--- src/rtl/vga_frame_fetch_ctrl_if.sv ---
`default_nettype none
// ============================================================================
// Module      : vga_frame_fetch_ctrl_if
// Description : Memory read port and AXI4-Stream pixel port of the frame fetcher.
// Revision    : 1.0 - initial release
// ============================================================================
interface vga_frame_fetch_ctrl_if #(
  parameter int DATA_WIDTH = 16,
  parameter int ADDR_WIDTH = 20
);
  logic                  mem_req;
  logic [ADDR_WIDTH-1:0] mem_addr;
  logic                  mem_gnt;
  logic [DATA_WIDTH-1:0] mem_rdata;
  logic                  mem_rvalid;
  logic [DATA_WIDTH-1:0] m_axis_tdata;
  logic                  m_axis_tuser;
  logic                  m_axis_tlast;
  logic                  m_axis_tvalid;
  logic                  m_axis_tready;

  modport master (
    output mem_req, mem_addr,
    input  mem_gnt, mem_rdata, mem_rvalid,
    output m_axis_tdata, m_axis_tuser, m_axis_tlast, m_axis_tvalid,
    input  m_axis_tready
  );

  modport slave (
    input  mem_req, mem_addr,
    output mem_gnt, mem_rdata, mem_rvalid,
    input  m_axis_tdata, m_axis_tuser, m_axis_tlast, m_axis_tvalid,
    output m_axis_tready
  );
endinterface
`default_nettype wire

--- src/rtl/vga_frame_fetch_ctrl.sv ---
`default_nettype none
// ============================================================================
// Module      : vga_frame_fetch_ctrl
// Description : Credit-limited framebuffer reader feeding an AXI4-Stream pixel
//               output through a first-word-fall-through FIFO.
//               Optional starvation counter: define VGA_FETCH_STARV_CNT_EN.
// Revision    : 1.0 - initial release
// ============================================================================
module vga_frame_fetch_ctrl #(
  parameter int H_ACTIVE   = 1024,
  parameter int V_ACTIVE   = 768,
  parameter int DATA_WIDTH = 16,
  parameter int ADDR_WIDTH = 20,
  parameter int FIFO_DEPTH = 8
) (
  input  wire logic                  clk,
  input  wire logic                  rst,
  input  wire logic                  enable,
  input  wire logic                  frame_start,
  input  wire logic [ADDR_WIDTH-1:0] fb_base,
  vga_frame_fetch_ctrl_if.master     bus,
  output logic                       busy,
  output logic                       frame_done,
  output logic                       overrun_sticky
`ifdef VGA_FETCH_STARV_CNT_EN
  ,
  output logic [15:0]                starve_count
`endif
);

  localparam int c_total = H_ACTIVE * V_ACTIVE;
  localparam int c_pix_w = (c_total > 1) ? $clog2(c_total) : 1;
  localparam int c_x_w   = (H_ACTIVE > 1) ? $clog2(H_ACTIVE) : 1;
  localparam int c_y_w   = (V_ACTIVE > 1) ? $clog2(V_ACTIVE) : 1;
  localparam int c_cnt_w = $clog2(FIFO_DEPTH + 1);
  localparam int c_ptr_w = $clog2(FIFO_DEPTH);

  localparam logic [c_pix_w-1:0] c_last_idx = c_pix_w'(c_total - 1);
  localparam logic [c_x_w-1:0]   c_x_last   = c_x_w'(H_ACTIVE - 1);
  localparam logic [c_y_w-1:0]   c_y_last   = c_y_w'(V_ACTIVE - 1);
  localparam logic [c_cnt_w:0]   c_depth    = (c_cnt_w + 1)'(FIFO_DEPTH);

  typedef enum logic [1:0] {
    S_IDLE  = 2'd0,
    S_ARMED = 2'd1,
    S_FETCH = 2'd2,
    S_DRAIN = 2'd3
  } state_t;

  state_t r_state, w_state_nxt;
  logic   w_done_nxt, w_busy;
  logic   r_frame_done, r_overrun;

  logic                  r_mem_req;
  logic [ADDR_WIDTH-1:0] r_mem_addr;
  logic [ADDR_WIDTH-1:0] r_base;
  logic [c_pix_w-1:0]    r_req_idx, w_idx_nxt;
  logic [c_cnt_w-1:0]    r_outstanding, w_out_nxt;
  logic [c_cnt_w-1:0]    r_count, w_cnt_nxt;
  logic [c_cnt_w:0]      w_credit_sum;
  logic [c_ptr_w-1:0]    r_wr_ptr, r_rd_ptr;
  logic [DATA_WIDTH-1:0] r_fifo [FIFO_DEPTH];
  logic [c_x_w-1:0]      r_x;
  logic [c_y_w-1:0]      r_y;

  logic w_start, w_grant, w_push, w_pop, w_tvalid;
  logic w_last_grant, w_last_beat, w_credit_ok;

  assign w_start      = (r_state == S_ARMED) && enable && frame_start;
  assign w_grant      = r_mem_req && bus.mem_gnt;
  // Returns with nothing outstanding are leftovers from an aborted frame.
  assign w_push       = bus.mem_rvalid && (r_outstanding != '0);
  assign w_tvalid     = (r_count != '0);
  assign w_pop        = w_tvalid && bus.m_axis_tready;
  assign w_last_grant = w_grant && (r_req_idx == c_last_idx);
  assign w_last_beat  = w_pop && (r_x == c_x_last) && (r_y == c_y_last);

  always_comb begin
    w_out_nxt = r_outstanding;
    case ({w_grant, w_push})
      2'b10:   w_out_nxt = r_outstanding + c_cnt_w'(1);
      2'b01:   w_out_nxt = r_outstanding - c_cnt_w'(1);
      default: w_out_nxt = r_outstanding;
    endcase
  end

  always_comb begin
    w_cnt_nxt = r_count;
    case ({w_push, w_pop})
      2'b10:   w_cnt_nxt = r_count + c_cnt_w'(1);
      2'b01:   w_cnt_nxt = r_count - c_cnt_w'(1);
      default: w_cnt_nxt = r_count;
    endcase
  end

  // Credit is judged on next-cycle occupancy because mem_req is registered.
  assign w_credit_sum = {1'b0, w_out_nxt} + {1'b0, w_cnt_nxt};
  assign w_credit_ok  = (w_credit_sum < c_depth);
  assign w_idx_nxt    = w_grant ? (r_req_idx + c_pix_w'(1)) : r_req_idx;

  always_ff @(posedge clk or posedge rst) begin
    if (rst) begin
      r_state      <= S_IDLE;
      r_frame_done <= 1'b0;
      r_overrun    <= 1'b0;
    end else begin
      r_state      <= w_state_nxt;
      r_frame_done <= w_done_nxt;
      if (frame_start && ((r_state == S_FETCH) || (r_state == S_DRAIN))) begin
        r_overrun <= 1'b1;
      end
    end
  end

  always_comb begin
    w_state_nxt = r_state;
    w_done_nxt  = 1'b0;
    w_busy      = 1'b0;
    case (r_state)
      S_IDLE: begin
        if (enable) w_state_nxt = S_ARMED;
      end
      S_ARMED: begin
        if (!enable)          w_state_nxt = S_IDLE;
        else if (frame_start) w_state_nxt = S_FETCH;
      end
      S_FETCH: begin
        w_busy = 1'b1;
        if (w_last_grant) w_state_nxt = S_DRAIN;
      end
      S_DRAIN: begin
        w_busy = 1'b1;
        if (w_last_beat) begin
          w_done_nxt  = 1'b1;
          w_state_nxt = enable ? S_ARMED : S_IDLE;
        end
      end
      default: w_state_nxt = S_IDLE;
    endcase
  end

  always_ff @(posedge clk or posedge rst) begin
    if (rst) begin
      r_mem_req     <= 1'b0;
      r_mem_addr    <= '0;
      r_base        <= '0;
      r_req_idx     <= '0;
      r_outstanding <= '0;
    end else begin
      r_outstanding <= w_out_nxt;
      if (w_start) begin
        r_base     <= fb_base;
        r_req_idx  <= '0;
        r_mem_req  <= 1'b1;
        r_mem_addr <= fb_base;
      end else if (r_state == S_FETCH) begin
        r_req_idx <= w_idx_nxt;
        if (w_last_grant) begin
          r_mem_req <= 1'b0;
        end else if (!r_mem_req || bus.mem_gnt) begin
          r_mem_req  <= w_credit_ok;
          r_mem_addr <= r_base + ADDR_WIDTH'(w_idx_nxt);
        end
      end else begin
        r_mem_req <= 1'b0;
      end
    end
  end

  always_ff @(posedge clk) begin
    if (w_push) r_fifo[r_wr_ptr] <= bus.mem_rdata;
  end

  always_ff @(posedge clk or posedge rst) begin
    if (rst) begin
      r_wr_ptr <= '0;
      r_rd_ptr <= '0;
      r_count  <= '0;
    end else begin
      r_count <= w_cnt_nxt;
      if (w_push) r_wr_ptr <= r_wr_ptr + c_ptr_w'(1);
      if (w_pop)  r_rd_ptr <= r_rd_ptr + c_ptr_w'(1);
    end
  end

  always_ff @(posedge clk or posedge rst) begin
    if (rst) begin
      r_x <= '0;
      r_y <= '0;
    end else if (w_start) begin
      r_x <= '0;
      r_y <= '0;
    end else if (w_pop) begin
      if (r_x == c_x_last) begin
        r_x <= '0;
        r_y <= (r_y == c_y_last) ? '0 : (r_y + c_y_w'(1));
      end else begin
        r_x <= r_x + c_x_w'(1);
      end
    end
  end

`ifdef VGA_FETCH_STARV_CNT_EN
  logic [15:0] r_starve;

  always_ff @(posedge clk or posedge rst) begin
    if (rst) begin
      r_starve <= '0;
    end else if (w_start) begin
      r_starve <= '0;
    end else if (w_busy && bus.m_axis_tready && !w_tvalid && (r_starve != 16'hFFFF)) begin
      r_starve <= r_starve + 16'd1;
    end
  end

  assign starve_count = r_starve;
`else
`endif

  assign bus.mem_req       = r_mem_req;
  assign bus.mem_addr      = r_mem_addr;
  assign bus.m_axis_tvalid = w_tvalid;
  assign bus.m_axis_tdata  = w_tvalid ? r_fifo[r_rd_ptr] : '0;
  assign bus.m_axis_tuser  = w_tvalid && (r_x == '0) && (r_y == '0);
  assign bus.m_axis_tlast  = w_tvalid && (r_x == c_x_last);
  assign busy              = w_busy;
  assign frame_done        = r_frame_done;
  assign overrun_sticky    = r_overrun;

endmodule
`default_nettype wire

--- src/flat_wrapper.sv ---
// flat-port wrapper written by rule: the top's interface ports become plain ports
module vga_frame_fetch_ctrl_flat 
#(
  parameter int H_ACTIVE   = 1024,
  parameter int V_ACTIVE   = 768,
  parameter int DATA_WIDTH = 16,
  parameter int ADDR_WIDTH = 20,
  parameter int FIFO_DEPTH = 8
)
  (clk, rst, enable, frame_start, fb_base, busy, frame_done, overrun_sticky, bus_mem_req, bus_mem_addr, bus_mem_gnt, bus_mem_rdata, bus_mem_rvalid, bus_m_axis_tdata, bus_m_axis_tuser, bus_m_axis_tlast, bus_m_axis_tvalid, bus_m_axis_tready);
  vga_frame_fetch_ctrl_if #(.DATA_WIDTH(DATA_WIDTH), .ADDR_WIDTH(ADDR_WIDTH)) bus_i ();
  input  wire logic clk;
  input  wire logic rst;
  input  wire logic enable;
  input  wire logic frame_start;
  input  wire logic [ADDR_WIDTH-1:0] fb_base;
  output logic busy;
  output logic frame_done;
  output logic overrun_sticky;
  output wire logic [$bits(bus_i.mem_req)-1:0] bus_mem_req;
  output wire logic [$bits(bus_i.mem_addr)-1:0] bus_mem_addr;
  input wire logic [$bits(bus_i.mem_gnt)-1:0] bus_mem_gnt;
  input wire logic [$bits(bus_i.mem_rdata)-1:0] bus_mem_rdata;
  input wire logic [$bits(bus_i.mem_rvalid)-1:0] bus_mem_rvalid;
  output wire logic [$bits(bus_i.m_axis_tdata)-1:0] bus_m_axis_tdata;
  output wire logic [$bits(bus_i.m_axis_tuser)-1:0] bus_m_axis_tuser;
  output wire logic [$bits(bus_i.m_axis_tlast)-1:0] bus_m_axis_tlast;
  output wire logic [$bits(bus_i.m_axis_tvalid)-1:0] bus_m_axis_tvalid;
  input wire logic [$bits(bus_i.m_axis_tready)-1:0] bus_m_axis_tready;
  assign bus_mem_req = bus_i.mem_req;
  assign bus_mem_addr = bus_i.mem_addr;
  assign bus_i.mem_gnt = bus_mem_gnt;
  assign bus_i.mem_rdata = bus_mem_rdata;
  assign bus_i.mem_rvalid = bus_mem_rvalid;
  assign bus_m_axis_tdata = bus_i.m_axis_tdata;
  assign bus_m_axis_tuser = bus_i.m_axis_tuser;
  assign bus_m_axis_tlast = bus_i.m_axis_tlast;
  assign bus_m_axis_tvalid = bus_i.m_axis_tvalid;
  assign bus_i.m_axis_tready = bus_m_axis_tready;
  vga_frame_fetch_ctrl #(.H_ACTIVE(H_ACTIVE), .V_ACTIVE(V_ACTIVE), .DATA_WIDTH(DATA_WIDTH), .ADDR_WIDTH(ADDR_WIDTH), .FIFO_DEPTH(FIFO_DEPTH)) u_core (.clk(clk), .rst(rst), .enable(enable), .frame_start(frame_start), .fb_base(fb_base), .bus(bus_i), .busy(busy), .frame_done(frame_done), .overrun_sticky(overrun_sticky));
endmodule
--- config.mk ---
export PLATFORM = sky130hd
export DESIGN_NAME = vga_frame_fetch_ctrl_flat
export DESIGN_NICKNAME = d
export VERILOG_FILES = /design/src/rtl/vga_frame_fetch_ctrl_if.sv /design/src/rtl/vga_frame_fetch_ctrl.sv /design/src/flat_wrapper.sv
export SDC_FILE = /design/constraint.sdc
export NUM_CORES = 1
export LEC_CHECK = 0
export ABC_AREA = 1
export BUFFER_PORTS_ARGS = -buffer_cell sky130_fd_sc_hd__clkbuf_2
export CORE_UTILIZATION = 40
export DETAILED_ROUTE_END_ITERATION = 7
export SYNTH_ARGS = -nofsm -noshare
export SYNTH_HDL_FRONTEND = slang
export SYNTH_SLANG_ARGS = --single-unit
export TNS_END_PERCENT = 50
--- constraint.sdc ---
create_clock -name clk -period 3.7 [get_ports clk]
set_input_delay 0.555 -clock clk [delete_from_list [all_inputs] [get_ports clk]]
set_output_delay 0.555 -clock clk [all_outputs]
set_load 0.01 [all_outputs]
Word-level counts from Yosys, hierarchy flattened
Memory sizes are Yosys's and may differ from the RTL's.
Index checks and enable logic that the tools add are counted.

cells by class
  add/sub/neg operators = 11
  order comparisons = 1
  equal/unequal tests = 16
  muxes and demuxes = 33
  reductions and logical operators = 28

operator list
  cell                                                                   number
  20-bit two-way mux                                                     7
  10-bit two-way mux                                                     7
  10-bit by 1-bit adder with 10-bit output, second input constant        2
  20-bit by 1-bit adder with 20-bit output, second input constant        1
  20-bit adder                                                           1
  10-bit equality test, second input constant                            2
  20-bit equality test, second input constant                            1
  10-bit zero test                                                       2
  16-bit two-way mux                                                     1
  4-bit case mux with 2 select lines                                     2
  1-bit logical AND                                                      12
  1-bit two-way mux                                                      10
  2-bit two-way mux                                                      5
  4-bit by 1-bit adder with 4-bit output, second input constant          2
  2-bit equality test, second input constant                             4
  2-bit case mux with 4 select lines                                     1
  2-bit nonzero test                                                     4
  4-bit nonzero test                                                     2
  4-bit by 1-bit subtractor with 4-bit output, second input constant     2
  3-bit by 1-bit adder with 3-bit output, second input constant          2
  2-bit by 1-bit equality test with 1-bit output, second input constant  3
  2-bit by 1-bit != test with 1-bit output, second input constant        3
  4-bit by 4-bit adder with 5-bit output                                 1
  5-bit by 4-bit < comparator with 1-bit output, second input constant   1
  10 further kinds                                                       11

word-level totals
  register bits = 99
  memory bits (writable) = 128
  input port bits = 43
  output and inout port bits = 43
  word-level logic and storage cells = 103
  memories = 1

memory list
  name           depth  bits a word  rd ports  clocked after memory_dff  write ports  RTL line                    RTL
  u_core.r_fifo  8      16           1         0                         1            vga_frame_fetch_ctrl.sv:62  logic [DATA_WIDTH-1:0] r_fifo [FIFO_DEPTH];

Logic depth before layout (Yosys ltp)
  depth in word-level cells = 10
  gate-level depth with buffers = 20
  mapped depth without buffers = 20

Worst setup path before layout
OpenSTA, ideal clock, no wires.

  path type = in2reg
  start point = input bus_mem_gnt
  end point = register u_core.r_mem_addr[15] (netlist: u_core.bus.mem_addr[15])
  library setup time = 0.073 ns
  arrival time = 2.666 ns
  data required time = 3.627 ns
  slack = 0.961 ns
  cell stages on the path = 17
  buffers on the path = 0
  cells stage by stage = nand2_2 > inv_2 > nand2_1 > nor2_2 > nand4_1 > nor2_1 > nand3_1 > xor2_1 > inv_1 > ha_1 > nand2_1 > inv_1 > nand3_1 > or2_2 > nand3_1 > nand3_1 > a21oi_2

on the way
  word-level cells in the longest chain between the ends = 7
  elaborated cells between the ends (all ways) = 12
  classes of those cells = add/sub: 1; eq/ne: 1; mux: 5; reduce/logical: 5

ends and longest elaborated chain
  item                    RTL line                     RTL
  start: declaration      flat_wrapper.sv:22           input wire logic [$bits(bus_i.mem_gnt)-1:0] bus_mem_gnt;
  1-bit logical AND       vga_frame_fetch_ctrl.sv:70   assign w_grant = r_mem_req && bus.mem_gnt;
  20-bit two-way mux      vga_frame_fetch_ctrl.sv:99   assign w_idx_nxt = w_grant ? (r_req_idx + c_pix_w'(1)) : r_req_idx;
  20-bit adder            vga_frame_fetch_ctrl.sv:162  r_mem_addr <= r_base + ADDR_WIDTH'(w_idx_nxt);
  20-bit two-way mux      vga_frame_fetch_ctrl.sv:160  end else if (!r_mem_req || bus.mem_gnt) begin
  20-bit two-way mux      vga_frame_fetch_ctrl.sv:158  if (w_last_grant) begin
  20-bit two-way mux      vga_frame_fetch_ctrl.sv:156  end else if (r_state == S_FETCH) begin
  20-bit two-way mux      vga_frame_fetch_ctrl.sv:151  if (w_start) begin
  end signal: assignment  vga_frame_fetch_ctrl.sv:155  r_mem_addr <= fb_base;
  end signal: assignment  vga_frame_fetch_ctrl.sv:162
  end: declaration        vga_frame_fetch_ctrl.sv:55   logic [ADDR_WIDTH-1:0] r_mem_addr;

Several ways; a longest one is shown, not always the timed one. The select of a mux whose other input is x is not followed.
A chain may end at the register's enable or synchronous reset.

Final worst setup path
  start point = register u_core.r_rd_ptr[1]
  end point = output bus_m_axis_tdata[15]

on the way
  word-level cells in the longest chain between the ends = 2

ends and longest elaborated chain
  item                      RTL line                     RTL
  start: declaration        vga_frame_fetch_ctrl.sv:61   logic [c_ptr_w-1:0] r_wr_ptr, r_rd_ptr;
  start signal: assignment  vga_frame_fetch_ctrl.sv:182  if (w_pop) r_rd_ptr <= r_rd_ptr + c_ptr_w'(1);
  memory 8 x 16 bit         n/a
  16-bit two-way mux        vga_frame_fetch_ctrl.sv:223  assign bus.m_axis_tdata = w_tvalid ? r_fifo[r_rd_ptr] : '0;
  end: declaration          flat_wrapper.sv:25           output wire logic [$bits(bus_i.m_axis_tdata)-1:0] bus_m_axis_tdata;

No other way between the ends.

==> key figures <==
Die
  • Die Ht: 171 um
  • Initial core utilization: 0.408
  • Die Width: 171 um
  • Die ar.: 29100 um2
  • Cell row count: 61
  • Core ar.: 27900 um2
  • Ports: 86

Worst setup path
  • Startpoint types: flop
  • Setup Crit Path Kind: reg2out
  • Reg-to-Reg End: u_core.bus.mem_addr[19]$_DFFE_PP0P_
  • Crit path to: bus_m_axis_tdata[15]
  • Crit path DAT: 2.46 ns
  • Worst-path fanout max: 14
  • Worst R2R Path Depth: 20
  • Setup crit end kind: output port
  • R2R setup slack: 0.72 ns
  • RR Startpoint: u_core.bus.mem_req$_DFFE_PP0P_
  • Crit path launch: u_core.r_rd_ptr[1]$_DFFE_PP0P_
  • WP data required: 3.14 ns

Placement
  • Placed Instances: 1694
  • Post-DP Area: 12300 um2
  • Port buffer count: 85
  • HPWL after DPL: 18600 um
  • GP Congestion: 0.919
  • DP Worst Slack: 0.465 ns

Layout
  • Nets@finish: 1422
  • Area grow syn2layout: 14.6%
  • Post-layout instance area: 13000 um2
  • Area occupied by multi-input gates: 4420 um2
  • ANT cells: 0
  • Commonest cells after routing, fill and taps aside: 253 x nand2_1, 195 x nor2_1, 128 x o21ai_0, 128 x edfxtp_1, 101 x inv_1
  • Sequential Area: 6320 um2
  • FILL cells: 2700
  • Share of layout cells above drive strength 1: 0.132
  • Non-filler cells, final: 1742
  • Leading cell type in the layout, fill and taps excluded: nand2_1

Yosys
  • Syn Inst Count: 1251
  • Post-synth EDFFs: 128
  • #FFs+latches synth: 227
  • Combinational family with the most area after synthesis: simple AND/OR/NAND/NOR gates
  • Mapped Nets: 1329
  • Register area share after synthesis: 0.556
  • Compound-gate portion of the synthesized area: 0.120
  • Post-synthesis cell area: 11400 um2
  • Synth Area in Adders: 0.0391
  • Xor and xnor area share after synthesis: 0.0231
  • Mux share of post-synthesis cell area: 0
  • Post-synth top flop: edfxtp_1
  • Post-synthesis simple-gate area fraction: 0.206
  • Unique cell type count in the Yosys netlist: 46
  • Ys Warns: 0
  • Syn_area_per_cell: 9.10 um2
  • Ys async rst share: 0.436

STA
  • Hold Violations, Final: 0
  • Post-route worst setup slack: 0.683 ns
  • RSZ-0062 raised after global routing: false
  • Setup violators final: 0
  • Final Critical Period: 3.02 ns
  • Clk_skew: 0.00803 ns
  • Final Slew Violations: 0
  • Worst Tran Pin Value: 0.710 ns
  • Setup TNS: 0 ns
  • Fin crit share: 0.815
  • Slew HR: 0.527
  • Fmax: 331 MHz

Clock tree
  • Longest Clk Path Bufs: 3
  • Clock transition at path regs: 0.06 ns
  • H-tree depth: 1
  • CTS Sinks: 227
  • CTS tree: built
  • Clock latency on the worst-skew pair: 0.53 ns
  • Post-CTS Resized: 0
  • Hold_buf cts: 0
  • CTS root buffer: clkbuf_16
  • Total CTS buffers: 26
  • Setup bufs post-CTS: 0

Power
  • Comb pwr share: 0.390
  • Leak pwr: 5.68 nW
  • Cell Pwr Density: 763 nW/um2
  • Reg power frac: 0.372
  • Switching Share: 0.393
  • Peak VDD IR: 0.372 mV
  • Pint: 6.04 mW
  • Switching power: 3.91 mW
  • PnR Total Power: 9.95 mW
  • Clock share of power: 0.238

GRT
  • Initial antenna violation count: 0
  • Pin count of the biggest net entering global routing: 66
  • Global route overflow: 0
  • Number of global-route vias before repair: 8356
  • Total GRT Usage: 0.191
  • First-pass GRT wire length: 43900 um

Detailed routing
  • DR DRC count: 0
  • Drt first pass iters: 5
  • DRT iter0 DRCs: 653
  • Via count: 8887
  • WL final: 27500 um
  • Antenna viol nets, final: 0
  • Via density: 5.10
  • Wire length per cell: 15.8 um

Status
  • Outcome: complete, no violations

Flow run
  • # Max-Cap Violations: 0

Min path
  • Min-Delay Path Class: in2async
==> per-layer routing <==
| metal | share of wire | vias to the layer above | GRT usage |
|---|---|---|---|
| met5 | 0 | - | 0 |
| met2 | 0.47 | 202 | 0.313 |
| met4 | 0.016 | 0 | 0.0462 |
| met3 | 0.048 | 41 | 0.0259 |
| met1 | 0.47 | 4231 | 0.268 |
| li1 | - | 4413 | - |
==> synthesized netlist by cell type (4+ instances only) <==
master,number,area (um2)
nand2_1,253,950
nor2_2,5,31.3
xor2_1,26,228
inv_1,102,383
inv_2,7,26.3
o21ai_0,128,641
edfxtp_1,128,3840
o22ai_1,22,138
dfrtp_1,99,2480
buf_6,5,56.3
xnor2_1,4,35.0
a21oi_2,9,78.8
nand3_1,70,350
nor2_1,195,732
or2_2,5,31.3
o21a_1,11,82.6
nand4_1,14,87.6
a21oi_1,33,165
nor3_1,9,45.0
a31oi_1,17,106
buf_2,8,40.0
clkbuf_1,28,105
ha_1,34,425
==> metrics by stage <==
stage	util	hold slack, ns
2_1_floorplan	-	0.455
3_3_place_gp	0.440	0.448
3_5_place_dp	0.440	0.456
4_1_cts	0.468	0.149
5_1_grt	0.468	0.209
6_report	0.468	0.142
==> area by class of cell <==
cell class | instances | area share
clock inverter | 18 | 0.00931
inverter | 109 | 0.0316
clock buffer | 30 | 0.0510
tap | 378 | 0.0363
timing repair buffer | 110 | 0.0480
sequential | 227 | 0.485
multi-input combinational | 870 | 0.339
==> power by group through the flow <==
| stage | Sequential, mW | Combinational (mW) | Clock [mW] |
|---|---|---|---|
| floorplan | 3.70 | 2.71 | 0 |
| global placement | 3.73 | 3.86 | 0 |
| detailed placement | 3.74 | 3.91 | 0 |
| CTS | 3.70 | 3.92 | 2.43 |
| global route | 3.77 | 4.39 | 2.53 |
| finish | 3.70 | 3.88 | 2.37 |
==> kinds of logic after synthesis <==
| logic type | Yosys count |
|---|---|
| buffers and inverters | 154 |
| adder cells (fa/ha/maj) | 35 |
| AND/OR/NAND/NOR | 565 |
| flip-flops | 227 |
| XOR/XNOR | 30 |
| AO/OA/AOI/OAI | 240 |
==> how the worst min path moves through the flow <==
stage	startpoint	endpoint	slack, ns	cells after the start
4_1_cts	rst	u_core.bus.mem_addr[17]$_DFFE_PP0P_	0.15	2
6_report	rst	u_core.bus.mem_addr[15]$_DFFE_PP0P_	0.14	2
2_1_floorplan	u_core.r_base[10]$_DFFE_PP0P_	u_core.r_base[10]$_DFFE_PP0P_	0.46	2
5_1_grt	rst	u_core.bus.mem_addr[9]$_DFFE_PP0P_	0.21	2
3_5_place_dp	u_core.overrun_sticky$_DFFE_PP0P_	u_core.overrun_sticky$_DFFE_PP0P_	0.46	1
3_3_place_gp	u_core.overrun_sticky$_DFFE_PP0P_	u_core.overrun_sticky$_DFFE_PP0P_	0.45	1
==> flip-flops by register name (all words and copies together) (netlist names), named ones only <==
register	flops
u_core.r_outstanding	4
u_core.r_x	10
u_core.r_count	4
u_core.r_y	10
u_core.r_state	1
u_core.frame_done	1
u_core.r_req_idx	20
u_core.r_base	20
u_core.bus.mem_addr	20
u_core.bus.mem_req	1
u_core.r_rd_ptr	3
u_core.overrun_sticky	1
u_core.r_fifo	128
u_core.r_wr_ptr	3
==> worst max-delay path, cell delays in order (launching register included) <==
cell and delay [ns]:
dfrtp_1 0.38, inv_1 0.42, buf_4 0.28, o21ai_0 0.11, o22ai_1 0.13, o21ai_0 0.09, a31oi_1 0.32, clkbuf_2 0.21
Power figures use the tool's default switching activity.
